<file path="src/rtl/serial_adder_ctrl.sv">
// Bit-serial add/subtract sequencer reusing a single 1-bit full adder.

// 1-bit full-adder cell (combinational).
module full_adder (
  input  logic a,
  input  logic b,
  input  logic cin,
  output logic sum,
  output logic cout
);

  // Sum and carry of three input bits.
  always_comb begin
    sum  = a ^ b ^ cin;
    cout = (a & b) | (a & cin) | (b & cin);
  end

endmodule

// Feeds two operands LSB-first through one full adder, one bit per clock.
module serial_adder_ctrl #(
  parameter int unsigned WIDTH = 8
) (
  input  logic             clk,
  input  logic             rst_n,
  input  logic             start,
  input  logic             sub,
  input  logic             cin,
  input  logic [WIDTH-1:0] a,
  input  logic [WIDTH-1:0] b,
  output logic             busy,
  output logic             done,
  output logic [WIDTH-1:0] sum,
  output logic             cout,
  output logic             ovf
);

  localparam int unsigned CNT_W = (WIDTH > 1) ? $clog2(WIDTH) : 1;
  localparam logic [CNT_W-1:0] CNT_LAST = CNT_W'(WIDTH - 1);
  localparam logic [CNT_W-1:0] CNT_MSB  = CNT_W'(WIDTH - 2);

  typedef enum logic [1:0] {
    ST_IDLE = 2'd0,
    ST_RUN  = 2'd1,
    ST_DONE = 2'd2
  } state_t;

  state_t state, state_nxt;

  logic [WIDTH-1:0] sa;
  logic [WIDTH-1:0] sb;
  logic [WIDTH-1:0] res;
  logic             carry;
  logic             c_msb_in;
  logic [CNT_W-1:0] cnt;

  logic load_c;
  logic step_c;
  logic last_c;
  logic fa_sum_c;
  logic fa_cout_c;

  // The single shared full adder sees the current LSBs and the carry flop.
  full_adder u_fa (
    .a    (sa[0]),
    .b    (sb[0]),
    .cin  (carry),
    .sum  (fa_sum_c),
    .cout (fa_cout_c)
  );

  // State register.
  always_ff @(posedge clk or negedge rst_n) begin
    if (!rst_n) begin
      state <= ST_IDLE;
    end else begin
      state <= state_nxt;
    end
  end

  // Next-state and datapath control decode.
  always_comb begin
    state_nxt = state;
    load_c    = 1'b0;
    step_c    = 1'b0;
    last_c    = 1'b0;
    case (state)
      ST_IDLE: begin
        if (start) begin
          load_c    = 1'b1;
          state_nxt = ST_RUN;
        end
      end
      ST_RUN: begin
        step_c = 1'b1;
        if (cnt == CNT_LAST) begin
          last_c    = 1'b1;
          state_nxt = ST_DONE;
        end
      end
      ST_DONE: begin
        state_nxt = ST_IDLE;
      end
      default: begin
        state_nxt = ST_IDLE;
      end
    endcase
  end

  // Status outputs registered from the next state so they track the FSM.
  always_ff @(posedge clk or negedge rst_n) begin
    if (!rst_n) begin
      busy <= 1'b0;
      done <= 1'b0;
    end else begin
      busy <= (state_nxt != ST_IDLE);
      done <= (state_nxt == ST_DONE);
    end
  end

  // Operand shift registers, carry flop and bit counter.
  always_ff @(posedge clk or negedge rst_n) begin
    if (!rst_n) begin
      sa       <= '0;
      sb       <= '0;
      res      <= '0;
      carry    <= 1'b0;
      c_msb_in <= 1'b0;
      cnt      <= '0;
    end else if (load_c) begin
      sa    <= a;
      sb    <= sub ? ~b : b;
      carry <= sub ? 1'b1 : cin;
      cnt   <= '0;
    end else if (step_c) begin
      sa    <= sa >> 1;
      sb    <= sb >> 1;
      res   <= {fa_sum_c, res[WIDTH-1:1]};
      carry <= fa_cout_c;
      cnt   <= cnt + CNT_W'(1);
      if (cnt == CNT_MSB) begin
        c_msb_in <= fa_cout_c;
      end
    end
  end

  // Result registers only update on the final bit, so RUN never shows partials.
  always_ff @(posedge clk or negedge rst_n) begin
    if (!rst_n) begin
      sum  <= '0;
      cout <= 1'b0;
      ovf  <= 1'b0;
    end else if (last_c) begin
      sum  <= {fa_sum_c, res[WIDTH-1:1]};
      cout <= fa_cout_c;
      ovf  <= c_msb_in ^ fa_cout_c;
    end
  end

endmodule

</file>
<file path="config.mk">
export PLATFORM = sky130hd
export DESIGN_NAME = serial_adder_ctrl
export DESIGN_NICKNAME = d
export VERILOG_FILES = /design/src/rtl/serial_adder_ctrl.sv
export SDC_FILE = /design/constraint.sdc
export NUM_CORES = 1
export LEC_CHECK = 0
export BUFFER_PORTS_ARGS = -buffer_cell sky130_fd_sc_hd__buf_2
export CAP_MARGIN = 10
export CORE_ASPECT_RATIO = 0.8
export CORE_MARGIN = 8
export CORE_UTILIZATION = 32
export CTS_BUF_LIST = sky130_fd_sc_hd__clkbuf_4 sky130_fd_sc_hd__clkbuf_8
export CTS_CLUSTER_SIZE = 20
export DETAILED_ROUTE_END_ITERATION = 10
export PLACE_DENSITY = 0.56
export SYNTH_ARGS = -nofsm -noshare
export SYNTH_HDL_FRONTEND = slang
export SYNTH_HIERARCHICAL = 1
export SYNTH_SLANG_ARGS = --single-unit
</file>
<file path="constraint.sdc">
create_clock -name clk -period 3.6 [get_ports clk]
set_clock_uncertainty 0.15 [all_clocks]
set_input_delay 0.72 -clock clk [delete_from_list [all_inputs] [get_ports clk]]
set_output_delay 0.72 -clock clk [all_outputs]
set_load 0.05 [all_outputs]
</file>
==> flow_summary.toml, run 1 <==
[die]
pin_count = 33
die_area_mm2 = 0.00853
core_area_mm2 = 0.00576
die_x_um = 101
die-height_um = 84.2
rows = 25
initial_utilization_pct = 32.3

[clock_tree]
clk_path_buf_depth = 2
cts_setup_buffers = 0
clockRootBuffer = "clkbuf_8"
cts.clk_slew.worst_paths_ns = 0.08
cts-resized-gates = 0
postCtsHoldBufs = 0
cts_tree = "built"
cts_sinks = 42
cts_max_level = 2
clk_latency_ns = 0.29
numCtsBuffers = 5

[routing]
vias = 1281
antenna_left = 0
drt_iter0_markers = 81
wl_per_cell_um = 12.6
wirelength_um = 3660
viasPerCell = 4.40
drt_first_pass_iters = 4
drc_errors = 0

[place]
pre_cts_slack_ns = 1.44
finalWeightedCongestion = 0.717
dpl.cell_count = 283
hpwl_um = 2470
place_area_mm2 = 0.00205
io_buffers = 32

[yosys]
yosys.area_share.adder_pct = 3.09
synth_simple_gate_area_share_pct = 16.7
seq_area_frac_synth_pct = 56.5
ys_seq_elements = 42
synth.most_common_cell = "nand2_1"
synth_async_sr_flop_share_pct = 100
synth_mux_area_share_pct = 6.05
yosys_warnings = 6
synth_top_area_share_pct = 56.5
synth_top_family_by_area = "simple AND/OR/NAND/NOR gates"
synth-edff-count = 0
avgSynthCellArea_um2 = 10.3
synth_compound_area_share_pct = 8.20
synthTopCellsByArea = "dfrtp_1 56%, nand2_1 10%, mux2_2 6.1%"
synthesis.area_mm2 = 0.00186
ys_types = 26
synthCells = 180
ys.flop_type = "dfrtp_1"
yosysTopAreaCell = "dfrtp_1"
synthXorXnorAreaFrac_pct = 4.24
synth_nets = 205
synth_common_cells = "52 x nand2_1, 42 x dfrtp_1, 11 x a31oi_1, 11 x nor2_1, 10 x mux2_2"

[setup_path]
rr_endpoint = "c_msb_in"
cp-end-kind = "flip-flop"
reg2reg_slack_ns = 1.65
slowest_stage = "dfrtp_1"
r2r_cells = 4
start_kind = "flip-flop"
required_ns = 3.64
critPathCapture = "c_msb_in"
crit-reg2reg-launch = "state[0]"
cp_cell_sequence = "nor2b_1 -> buf_4 -> nand3_1 -> mux2_2"
critPathMaxFanout = 14
slowest_delay_ns = 0.52
crit_path_start = "state[0]"
crit_arrival_ns = 1.99
crit_type = "flip-flop to flip-flop"

[sta]
fin_tns_setup_ns = 0
setup_viol = 0
setup_ws_ns = 1.65
period_share_pct = 54.2
period_needed_ns = 1.95
hold_viol = 0
rsz0062_at_grt = "false"
hold_slack_ns = 0.338
tightestPinTransition_ns = 0.943
report.final.slew_viol_count = 0
slew_headroom_pct = 37.1
max_freq_mhz = 512

[pwr]
ir_drop_v = 0.000234
p_leak_nw = 1.06
fin_total_pwr_mw = 1.93
p_per_area_mw_per_mm2 = 901

[global_route]
grt_max_degree = 43
grt_pass1_wl_um = 6560
grt_usage_pct = 9.72
grt_antenna_before_repair = 0
first_global_vias = 1365
overflow = 0

[finish]
n_fill_cell = 615
n_antenna_cell = 0
fin_area_mm2 = 0.00214
register_area_mm2 = 0.00105
nets = 234
layout-drive-gt1-share_pct = 25.2
area_growth_pct = 15.1
multi_input_area_um2 = 712
post-route-util_pct = 37.2
final_cells = 291

[outcome]
status = "completed"

[hold_path]
hp-class = "flip-flop to flip-flop"

[job]
cap_violations = 0
==> how the worst min path moves through the flow <==
stage | startpoint | to | slack [ns] | cells after the start
floorplan | rst_n | busy | 0.27 | 0
global placement | res[1] | res[1] | 0.31 | 2
detailed placement | res[1] | res[1] | 0.32 | 2
CTS | res[1] | res[1] | 0.34 | 2
global route | ovf | ovf | 0.37 | 2
finish | res[1] | res[1] | 0.34 | 2
==> registers in the layout, summed over array words and instances (netlist names) <==
signal,flops
c_msb_in,1
state,2
sb,8
ovf,1
cout,1
done,1
sa,8
carry,1
busy,1
sum,8
res,7
cnt,3
==> cell type report <==
type | count | area share, %
flip-flops and latches | 42 | 49.1
multi-input cells | 122 | 33.3
repair buffers | 33 | 7.83
well taps | 81 | 4.73
clock buffers | 6 | 3.57
inverters | 5 | 0.877
clock inverters | 2 | 0.643
==> placed cells by master (no fill, tap or decap), drive strengths merged <==
cell / n
a222oi: 1
a22oi: 3
a31oi: 11
buf: 33
clkbuf: 6
clkinv: 2
dfrtp: 42
fa: 1
ha: 3
inv: 5
mux2: 10
nand2: 52
nand2b: 1
nand3: 5
nand3b: 1
nor2: 11
nor2b: 2
nor3b: 1
o21ai: 8
o21bai: 1
or2: 1
or3b: 1
xnor2: 2
xor2: 7
==> cells by family (layout without fill, tap and decap cells) <==
logic type,count (synthesis),in the layout
AND/OR/NAND/NOR,75,75
flip-flops,42,42
AO/OA/AOI/OAI,24,24
adder cells (fa/ha/maj),4,4
XOR/XNOR,9,9
multiplexers,10,10
buffers and inverters,16,46
==> layer usage <==
layer	vias to the layer above	routed length (µm)	GRT usage (%)
met5	-	0	0
met4	0	53	4.45
met3	4	184	3.31
met2	26	1510	13.8
met1	601	1910	12.9
li1	650	-	-
==> report_power, final <==
group	internal, mW	total (mW)	switching (mW)
Clock	0.144	0.307	0.162
Sequential	0.686	0.819	0.133
Combinational	0.274	0.802	0.528
==> critical path, delay by kind of cell (launching register included) <==
kind,cells,cell delay [ns]
and+or+nand+nor,2,0.60
DFF,1,0.52
buffers and inverters,1,0.30
muxes,1,0.27
Power figures use the tool's default switching activity.
==> run 2, diff against run 1 <==
PLACE_DENSITY = 0.57   (was 0.56)
clock period = 1.77 ns   (was 3.6 ns; I/O delays follow)
==> run 2 against run 1 <==
Register-to-register slack lost 1.6 ns. Final area increased by 6.5%. Worst setup slack got worse by 1.6 ns. Non-clock buffer count rose by 10. Combinational power is 130% higher. Hold slack got worse by 0.25 ns. Die area is the same. Fmax rose by 16%. Sequential share of layout area is 3.0 points lower. Sequential power is 100% higher. Critical endpoint is now sum[0]. Highest routed layer unchanged.
==> flow_summary.toml, run 2 (synthesized netlist as in run 1, its figures left out) <==
[outcome]
status = "completed"

[place]
hpwl_um = 2630
io_buffers = 32
finalWeightedCongestion = 0.696

[global_route]
first_global_vias = 1365
grt_usage_pct = 9.30
overflow = 0
grt_pass1_wl_um = 6360
grt_antenna_before_repair = 0
grt_max_degree = 43

[routing]
wl_per_cell_um = 12.3
drt_first_pass_iters = 5
antenna_left = 0
highest-signal-layer = "met4"
drt_iter0_markers = 62
wl_met3_um = 253
drc_errors = 0
wirelength_um = 3690
routed-wl-met2_um = 1610
vias = 1338
drt-met1-wl_um = 1790
viasPerCell = 4.45

[setup_path]
r2r_cells = 5
reg2reg_slack_ns = 0.08
critPathMaxFanout = 13
crit-reg2reg-launch = "cnt[0]"
start_kind = "flip-flop"
rr_endpoint = "sum[0]"
crit_arrival_ns = 1.72
required_ns = 1.80
crit_type = "flip-flop to flip-flop"
cp-end-kind = "flip-flop"

[sta]
period_share_pct = 95.5
slew_headroom_pct = 66.6
fin_tns_setup_ns = 0
tightestPinTransition_ns = 0.500
report.final.slew_viol_count = 0
rsz0062_at_grt = "false"
max_freq_mhz = 592
hold_viol = 0
setup_viol = 0
period_needed_ns = 1.69

[finish]
area_growth_pct = 22.5
n_fill_cell = 594
largestRegisters = "sa (8), sb (8), sum (8)"
layout_common_cells = "52 x nand2_1, 42 x dfrtp_1, 32 x buf_2"
final_common_cell = "nand2_1"
multi_input_area_um2 = 712
nets = 244
layout-drive-gt1-share_pct = 28.2
register_area_mm2 = 0.00105
n_antenna_cell = 0

[die]
pin_count = 33
die_x_um = 101
die_area_mm2 = 0.00853
core_area_mm2 = 0.00576
rows = 25
die-height_um = 84.2
initial_utilization_pct = 32.3

[pwr]
p_leak_nw = 1.13
fin_total_pwr_mw = 4.24
ir_drop_v = 0.000523
p_per_area_mw_per_mm2 = 1860

[clock_tree]
cts_sinks = 42
cts.clk_slew.worst_paths_ns = 0.09
clk_latency_ns = 0.30
clockRootBuffer = "clkbuf_8"
cts-resized-gates = 0
clk_path_buf_depth = 2
cts_max_level = 2
numCtsBuffers = 5
cts_tree = "built"

[hold_path]
hold_depth = 3
min-delay-start = "a[7]"
hp-class = "input port to flip-flop"
min_to = "sa[7]"

[job]
cap_violations = 0
## run 2: report_power, final
| part | total (mW) | leakage [nW] | switching, mW | internal [mW] |
|---|---|---|---|---|
| Sequential | 1.66 | 0.523 | 0.260 | 1.40 |
| Clock | 0.773 | 0.0548 | 0.336 | 0.436 |
| Combinational | 1.81 | 0.549 | 1.11 | 0.697 |
## run 2: metal layers
metal	track usage (%)	vias up
met5	0	-
met1	12.2	631
met2	13.4	32
met3	3.64	5
li1	-	670
met4	3.24	0
## run 2: worst max-delay path by stage
stage	from	end	slack [ns]
CTS	cnt[0]	sum[0]	0.07
finish	cnt[0]	sum[0]	0.08
floorplan	cnt[0]	cout	0.05
detailed placement	cnt[0]	cout	0.09
global placement	cnt[0]	sum[1]	0.13
global route	cnt[0]	sum[2]	0.006
## run 2: critical path: stages (launching register included)
cell	delay, ns
dfrtp_1	0.41
ha_1	0.21
ha_1	0.18
nand3b_1	0.13
buf_12	0.15
mux2_2	0.33
## run 2: cell type report
type                    instances  area share [%]
clock inverters                 2            1.65
multi-input cells             122            31.2
clock buffers                   6            3.35
repair buffers                 43            12.4
flip-flops and latches         42            46.1
inverters                       5           0.823
well taps                      81            4.45
## run 2: metrics by stage
step | util [%] | hold slack [ns] | instances | area (µm²) | setup slack (ns)
after floorplan | - | -0.0916 | 180 | 1860 | 0.0467
after global placement | 37.5 | 0.196 | 292 | 2160 | 0.129
after detailed placement | 37.5 | 0.199 | 292 | 2160 | 0.0907
after CTS | 39.6 | 0.0820 | 301 | 2280 | 0.0697
after global routing | 39.6 | 0.114 | 301 | 2280 | 0.00615
final | 39.6 | 0.0888 | 301 | 2280 | 0.0802
## run 2: what timing repair did
item	in CTS	in global routing
setup buffers	0	0
hold endpoints to repair	42	0
setup endpoints to repair	0	0
hold buffers	1	0
